==> config.mk <==
export PLATFORM = sky130hd
export DESIGN_NAME = lu_serial_seq_flat
export DESIGN_NICKNAME = d
export VERILOG_FILES = /design/src/rtl/lu_serial_seq_pkg.sv /design/src/rtl/lu_serial_seq_if.sv /design/src/rtl/lu_serial_seq_bit.sv /design/src/rtl/lu_serial_seq.sv /design/src/flat_wrapper.sv
export SDC_FILE = /design/constraint.sdc
export NUM_CORES = 1
export LEC_CHECK = 0
export CAP_MARGIN = 20
export CELL_PAD_IN_SITES_DETAIL_PLACEMENT = 1
export CELL_PAD_IN_SITES_GLOBAL_PLACEMENT = 1
export CORE_MARGIN = 10
export CORE_UTILIZATION = 40
export DETAILED_ROUTE_END_ITERATION = 16
export PLACE_DENSITY_LB_ADDON = 0.1
export SETUP_SLACK_MARGIN = 0.02
export SLEW_MARGIN = 25
export SYNTH_ARGS = -nofsm -noshare
export SYNTH_HDL_FRONTEND = slang
export SYNTH_SLANG_ARGS = --single-unit
export TNS_END_PERCENT = 30
==> constraint.sdc <==
create_clock -name clk -period 4.63 [get_ports clk]
set_clock_uncertainty 0.15 [all_clocks]
set_input_delay 0.926 -clock clk [delete_from_list [all_inputs] [get_ports clk]]
set_output_delay 0.926 -clock clk [all_outputs]
set_load 0.05 [all_outputs]
==> src/rtl/lu_serial_seq_pkg.sv <==
// Shared definitions for the bit-serial logic-unit sequencer.
package lu_serial_seq_pkg;

  typedef enum logic [1:0] {
    ST_IDLE = 2'd0,
    ST_RUN  = 2'd1,
    ST_DONE = 2'd2
  } seq_state_t;

  localparam logic OP_OR  = 1'b0;
  localparam logic OP_AND = 1'b1;

endpackage

==> src/rtl/lu_serial_seq_if.sv <==
// Word-level request/response bundle between a requester and the sequencer.
interface lu_serial_seq_if #(
  parameter int WIDTH = 4
);
  localparam int CW = $clog2(WIDTH);

  logic             start;
  logic [WIDTH-1:0] a;
  logic [WIDTH-1:0] b;
  logic             ch;
  logic             ready;
  logic             busy;
  logic             done;
  logic [WIDTH-1:0] result;
  logic [CW-1:0]    bit_idx;

  modport master (
    output start, a, b, ch,
    input  ready, busy, done, result, bit_idx
  );

  modport slave (
    input  start, a, b, ch,
    output ready, busy, done, result, bit_idx
  );
endinterface

==> src/rtl/lu_serial_seq_bit.sv <==
// Combinational 1-bit AND/OR unit; the unselected output is gated to 0.
module lu_bit (
  input  logic a,
  input  logic b,
  input  logic ch,
  output logic s_or,
  output logic s_and
);

  assign s_or  = (a | b) & ~ch;
  assign s_and = (a & b) & ch;

endmodule

==> src/rtl/lu_serial_seq.sv <==
// Bit-serial sequencer: feeds one operand bit per clock (LSB first) through
// the shared 1-bit unit and publishes the completed word on finish.
module lu_serial_seq
  import lu_serial_seq_pkg::*;
#(
  parameter int WIDTH = 4
) (
  input  logic             clk,
  input  logic             reset,
  lu_serial_seq_if.slave   bus
);

  localparam int CW = $clog2(WIDTH);
  localparam logic [CW-1:0] LAST_IDX = CW'(WIDTH - 1);

  seq_state_t       state;
  logic [WIDTH-1:0] aReg;
  logic [WIDTH-1:0] bReg;
  logic             chReg;
  logic [WIDTH-1:0] acc;
  logic [WIDTH-1:0] accNext;
  logic [WIDTH-1:0] resultReg;
  logic [CW-1:0]    bitIdx;
  logic             readyReg;
  logic             busyReg;
  logic             doneReg;
  logic             sOr;
  logic             sAnd;
  logic             selBit;

  lu_bit u_bit (
    .a     (aReg[bitIdx]),
    .b     (bReg[bitIdx]),
    .ch    (chReg),
    .s_or  (sOr),
    .s_and (sAnd)
  );

  // Pick the unit output matching the captured op and merge it into the word.
  always_comb begin
    selBit          = (chReg == OP_AND) ? sAnd : sOr;
    accNext         = acc;
    accNext[bitIdx] = selBit;
  end

  // Handshake FSM, bit counter, accumulator and result register.
  always_ff @(posedge clk) begin
    if (reset) begin
      state     <= ST_IDLE;
      readyReg  <= 1'b1;
      busyReg   <= 1'b0;
      doneReg   <= 1'b0;
      resultReg <= '0;
      bitIdx    <= '0;
      aReg      <= '0;
      bReg      <= '0;
      chReg     <= OP_OR;
      acc       <= '0;
    end else begin
      case (state)
        ST_IDLE, ST_DONE: begin
          doneReg <= 1'b0;
          if (bus.start) begin
            aReg     <= bus.a;
            bReg     <= bus.b;
            chReg    <= bus.ch;
            acc      <= '0;
            bitIdx   <= '0;
            state    <= ST_RUN;
            readyReg <= 1'b0;
            busyReg  <= 1'b1;
          end else begin
            state    <= ST_IDLE;
            readyReg <= 1'b1;
            busyReg  <= 1'b0;
          end
        end
        ST_RUN: begin
          acc <= accNext;
          if (bitIdx == LAST_IDX) begin
            // Take the final bit from accNext so result never lags by one bit.
            resultReg <= accNext;
            bitIdx    <= '0;
            state     <= ST_DONE;
            busyReg   <= 1'b0;
            readyReg  <= 1'b1;
            doneReg   <= 1'b1;
          end else begin
            bitIdx <= bitIdx + CW'(1);
          end
        end
        default: begin
          state    <= ST_IDLE;
          readyReg <= 1'b1;
          busyReg  <= 1'b0;
          doneReg  <= 1'b0;
          bitIdx   <= '0;
        end
      endcase
    end
  end

  assign bus.ready   = readyReg;
  assign bus.busy    = busyReg;
  assign bus.done    = doneReg;
  assign bus.result  = resultReg;
  assign bus.bit_idx = bitIdx;

endmodule

==> src/flat_wrapper.sv <==
// flat-port wrapper written by rule: the top's interface ports become plain ports
module lu_serial_seq_flat import lu_serial_seq_pkg::*;
#(
  parameter int WIDTH = 4
)
  (clk, reset, bus_start, bus_a, bus_b, bus_ch, bus_ready, bus_busy, bus_done, bus_result, bus_bit_idx);
  lu_serial_seq_if #(.WIDTH(WIDTH)) bus_i ();
  input  logic clk;
  input  logic reset;
  input wire logic [$bits(bus_i.start)-1:0] bus_start;
  input wire logic [$bits(bus_i.a)-1:0] bus_a;
  input wire logic [$bits(bus_i.b)-1:0] bus_b;
  input wire logic [$bits(bus_i.ch)-1:0] bus_ch;
  output wire logic [$bits(bus_i.ready)-1:0] bus_ready;
  output wire logic [$bits(bus_i.busy)-1:0] bus_busy;
  output wire logic [$bits(bus_i.done)-1:0] bus_done;
  output wire logic [$bits(bus_i.result)-1:0] bus_result;
  output wire logic [$bits(bus_i.bit_idx)-1:0] bus_bit_idx;
  assign bus_i.start = bus_start;
  assign bus_i.a = bus_a;
  assign bus_i.b = bus_b;
  assign bus_i.ch = bus_ch;
  assign bus_ready = bus_i.ready;
  assign bus_busy = bus_i.busy;
  assign bus_done = bus_i.done;
  assign bus_result = bus_i.result;
  assign bus_bit_idx = bus_i.bit_idx;
  lu_serial_seq #(.WIDTH(WIDTH)) u_core (.clk(clk), .reset(reset), .bus(bus_i));
endmodule
# After elaboration in Yosys (flattened, before gate mapping)

Index checks and enable logic that the tools add are counted.

Register bits after elaboration: 24
Input bits: 12

Multiplexer cells: 22
$add $sub $neg: 1
Equality and inequality tests: 5
Bitwise gates (word level): 6
Reduce and logical (&&, ||, !) cells: 8
Order comparisons: 2

Operator list:

| operator              | count |
|---|---|
| $mux W1               | 9 |
| $pmux W2 S2           | 2 |
| $pmux W4 S2           | 1 |
| $mux W2               | 3 |
| $reduce_and A2 Y1     | 3 |
| $bmux W1 S2           | 2 |
| $bwmux W4             | 1 |
| $eq A2 B2 Y1 const B  | 2 |
| $mux W4               | 1 |
| $pmux W1 S2           | 2 |
| $reduce_or A2 Y1      | 2 |
| $and A1 B1 Y1         | 3 |
| $lt A2 B3 Y1 const B  | 1 |
| $add A2 B1 Y2 const B | 1 |
| $demux W1 S2          | 1 |
| $eq A2 B1 Y1 const B  | 1 |
| $ge A2 B1 Y1 const B  | 1 |
| $logic_not A2 Y1      | 1 |
| $ne A2 B1 Y1 const B  | 1 |
| $ne A2 B2 Y1 const B  | 1 |
| $not A1 Y1            | 2 |
| $reduce_bool A2 Y1    | 1 |
| $logic_and A1 B1 Y1   | 1 |
| $or A1 B1 Y1          | 1 |

# Depth between registers and ports, before layout

Depth after elaboration: 7
Mapped depth: 5
Gate-level depth less buffers: 5

# By module

A second synthesis with hierarchy kept.

Cell total of the unflattened synthesis: 119
Area, all modules: 1037.2 µm²

Modules (own cells, without submodules):

| module        | area an instance (µm²) | instances | cells each |
|---|---|---|---|
| lu_serial_seq | 1019.7                 | 1         | 117 |
| lu_bit        | 17.5                   | 1         | 2 |

# Least setup slack after synthesis

Ideal clock, no wire load.

Kind: reg2reg
Start point: register u_core.bitIdx[0] (netlist: u_core.bus.bit_idx[0])
End point: register u_core.resultReg[0] (netlist: u_core.bus.result[0])
Cell stages (with the launch flop): 6
Setup slack: 2.595 ns
Data required time: 4.398 ns
Data arrival time: 1.803 ns
Buffers on the path: 1
Library setup time: 0.082 ns
Clock period less this slack: 2.035 ns
Cells stage by stage: dfxtp_1 > ha_1 > nor4bb_1 > clkbuf_1 > nand2_1 > o221ai_1

Word-level cells in the longest chain between the ends: 6

Ends and longest elaborated chain:

| element                                              | line                                             | RTL |
|---|---|---|
| start, declared                                      | lu_serial_seq.sv:23                              | `logic [CW-1:0] bitIdx;` |
| start signal, assigned                               | lu_serial_seq.sv:89                              | `bitIdx <= bitIdx + CW'(1);` |
| $bmux W1 S2 (on tied branches)                       | lu_serial_seq.sv:32, lu_serial_seq.sv:33         |  |
| $mux W1 (on tied branches)                           | lu_serial_seq.sv:32, lu_serial_seq.sv:33         |  |
| $or A1 B1 Y1 / $and A1 B1 Y1 (equally long branches) | lu_serial_seq_bit.sv:10, lu_serial_seq_bit.sv:11 |  |
| $and A1 B1 Y1 (on tied branches)                     | lu_serial_seq_bit.sv:10, lu_serial_seq_bit.sv:11 |  |
| $mux W1                                              | lu_serial_seq.sv:41                              | `selBit = (chReg == OP_AND) ? sAnd : sOr;` |
| $bwmux W4                                            | lu_serial_seq.sv:43                              | `accNext[bitIdx] = selBit;` |
| end signal, assigned                                 | lu_serial_seq.sv:82                              | `resultReg <= accNext;` |
| end, declared                                        | lu_serial_seq.sv:22                              | `logic [WIDTH-1:0] resultReg;` |

Several ways; a longest one is shown, not always the timed one. The select of a mux whose other input is x is not followed.
A chain may end at the register's enable or synchronous reset.

# Worst setup path in the final report

Start point: register u_core.bitIdx[0] (netlist: u_core.bus.bit_idx[0])
End point: output port bus_bit_idx[0]

RTL lines:

| element       | line               | RTL |
|---|---|---|
| end, declared | flat_wrapper.sv:18 | `output wire logic [$bits(bus_i.bit_idx)-1:0] bus_bit_idx;` |

No word-level cell between the ends.

==> results.py <==
metrics = {
    "status": {
        "run_status": "finished, final reports clean",
    },
    "route": {
        "vias": 965,
        "drtIter0Drc": 35,
        "first_pass_iters": 4,
        "drc": 0,
        "drt-vias-per-instance": 5.71,
        "wl_per_cell_um": 17.1,
        "drt_wl_total_mm": 2.89,
        "ant_nets": 0,
    },
    "flow_run": {
        "maxCapViolCount": 0,
    },
    "die": {
        "die_w_um": 71.7,
        "fp-row-count": 18,
        "ios": 21,
        "dieArea_um2": 5140,
        "die_h_um": 71.7,
        "core_um2": 2520,
        "start_util_pct": 42.4,
    },
    "synth": {
        "postSynthCellCount": 122,
        "synth_adder_area_share_pct": 4.68,
        "synth_simple_gate_area_share_pct": 24.8,
        "synth_mux_area_share_pct": 7.03,
        "yosysUniqueCellTypes": 26,
        "synth_seq_cells": 22,
        "yosysWarnings": 0,
        "syn_nets": 138,
        "synth_compound_area_share_pct": 15.5,
        "postSynthAreaPerCell_um2": 8.76,
        "synth_xor_area_share_pct": 0,
        "synth_top_family_by_area": "simple AND/OR/NAND/NOR gates",
        "synth.yosys.seq_area_share_pct": 41.2,
        "syn-cell-area_um2": 1070,
    },
    "global_routing": {
        "grt_max_degree": 22,
        "overflow": 0,
        "grt_pass1_wl_mm": 5.04,
        "antenna_found_initial": 0,
        "grt_pass1_vias": 1067,
        "track_usage_pct": 11.8,
    },
    "clock_network": {
        "cts_buffers": 3,
        "path_clk_slew_ns": 0.13,
        "post_cts_buffers": 0,
        "cts.sinks": 22,
        "h-tree-depth": 1,
        "clk_latency_ns": 0.32,
        "clockRootBuffer": "clkbuf_4",
        "cts_tree": "built",
        "cts_buffer_depth": 2,
        "cts_resized": 0,
        "cts_hold_buf": 0,
    },
    "timing": {
        "setup_viol": 0,
        "worst_slack_ns": 1.76,
        "max_freq_mhz": 349,
        "rsz0062_at_grt": "false",
        "finalHoldViolations": 0,
        "period_share_pct": 61.9,
        "worstMarginPinSlew_ns": 0.913,
        "final_max_slew_viol_count": 0,
        "slew_headroom_pct": 39.0,
        "tns_ns": 0,
        "finalCriticalPeriod_ns": 2.87,
    },
    "finish": {
        "areaGrowthSynthToFinish_pct": 22.6,
        "diodes": 0,
        "drive_above_1_share_pct": 6.47,
        "final_area_um2": 1310,
        "final_nets": 156,
    },
    "critical_path": {
        "rr_startpoint": "u_core.bus.bit_idx[0]",
        "cp_num_cells": 1,
        "worst_r2r_path_depth": 4,
        "r2r_end": "u_core.bus.result[0]",
        "cp_max_fo": 8,
        "reg2reg_slack_ns": 2.44,
        "worst_setup_path_end_kind": "output port",
        "cp_slowest_cell": "clkdlybuf4s50_1",
        "critical_path.top_delay_family": "buffers and inverters",
        "start_kind": "flip-flop",
        "crit_required_ns": 3.55,
        "crit_chain": "clkdlybuf4s50_1",
        "worstPathArrival_ns": 1.79,
        "cp_num_buf_inv": 1,
        "crit_type": "flip-flop to output port",
        "cpPeakStageDelay_ns": 0.89,
    },
    "worst_hold_path": {
        "holdPathEnd": "u_core.bReg[2]",
        "hold_path_class": "flip-flop to flip-flop",
        "min_from": "u_core.bReg[2]",
        "min_path_cells": 2,
    },
    "pwr": {
        "p_leak_nw": 0.489,
        "ir_drop_uv": 227,
        "pwr_density_cell_nw_per_um2": 288,
    },
    "placed_design": {
        "place_area_um2": 1270,
        "gp_congestion": 0.800,
        "io_buffer_count": 20,
        "dpl.hpwl_mm": 2.16,
        "pre_cts_ws_ns": 1.50,
    },
}
-- how the worst max path moves through the flow --
stage,start,to,slack (ns)
4_1_cts,u_core.bus.bit_idx[0],bus_bit_idx[0],1.75
3_5_place_dp,reset,u_core.bus.result[0],1.50
3_3_place_gp,reset,u_core.bus.result[0],1.67
5_1_grt,u_core.bus.bit_idx[0],bus_bit_idx[0],1.68
2_1_floorplan,u_core.bus.bit_idx[0],u_core.bus.result[0],2.59
6_report,u_core.bus.bit_idx[0],bus_bit_idx[0],1.76
-- final cells by class --
type,count,area (µm²)
Sequential cell,22,440
Timing Repair Buffer,21,208
Multi-Input combinational cell,85,562
Inverter,7,26.3
Tap cell,30,37.5
Clock buffer,4,36.3
Fill cell,316,1210
-- flip-flops by register name, indices dropped and copies added, names as in the netlist --
signal / flops
u_core.bus.busy: 1
u_core.bus.bit_idx: 2
u_core.state: 1
u_core.acc: 3
u_core.chReg: 1
u_core.bus.done: 1
u_core.bReg: 4
u_core.aReg: 4
u_core.bus.result: 4
u_core.bus.ready: 1
-- report_power, final --
part | switching (mW) | internal (mW) | total (mW)
registers | 0.00784 | 0.197 | 0.205
logic | 0.0375 | 0.0255 | 0.0630
clock network | 0.0619 | 0.0481 | 0.110
-- per-layer routing --
metal	share of wire [%]	track usage, %	vias to the layer above	wire (µm)
met5	0	0	-	0
met4	0.93	4.30	0	27
met3	4.9	4.41	4	143
met2	50	20.5	17	1450
met1	44	12.8	474	1270
li1	-	-	470	-
-- synthesized netlist by cell type --
master	instances	area [µm²]
dfxtp_1	22	440
o221ai_1	3	26.3
o21ai_0	1	5.00
buf_1	1	3.75
nand2b_1	1	6.26
o21a_1	1	7.51
ha_1	4	50.1
nor4bb_1	1	10.0
a21oi_1	11	55.1
clkbuf_1	4	15.0
buf_6	2	22.5
or3b_2	1	8.76
a2111o_1	3	33.8
nand3b_1	2	15.0
nand2_1	21	78.8
nor2b_1	8	50.1
mux4_2	2	45.0
nor3b_1	2	15.0
a22oi_1	1	7.51
o211ai_1	4	30.0
mux2i_1	3	30.0
nand4_1	6	37.5
nor2_1	5	18.8
nand3_1	5	25.0
inv_1	7	26.3
buf_2	1	5.00
-- per-stage QoR --
step | hold slack [ns] | cells | utilization, % | total power, mW
3_3_place_gp | 0.291 | 165 | 50.2 | 0.269
6_report | 0.316 | 169 | 51.9 | 0.378
4_1_cts | 0.320 | 169 | 51.7 | 0.380
2_1_floorplan | 0.283 | 122 | - | 0.249
3_5_place_dp | 0.302 | 165 | 50.2 | 0.272
5_1_grt | 0.350 | 169 | 51.9 | 0.401
-- cell usage in the layout (no fill, tap or decap), types with 3 or more instances in the layout --
cell type	count
clkbuf_4	3
inv_1	7
ha_1	4
nand2_1	21
nor2_1	5
clkdlybuf4s50_1	20
nand4_1	6
a21oi_1	11
o221ai_1	3
nor2b_1	8
a2111o_1	3
o211ai_1	4
mux2i_1	3
dfxtp_1	22
nand3_1	5
-- cells by family (layout without fill, tap and decap cells) --
family,after synthesis,after routing
buffers and inverters,15,32
muxes,5,5
DFF,22,22
and+or+nand+nor,52,52
AOI/OAI and AO/OA,24,24
adders and majority gates,4,4
Note: power is estimated with default switching activity, not from simulation.
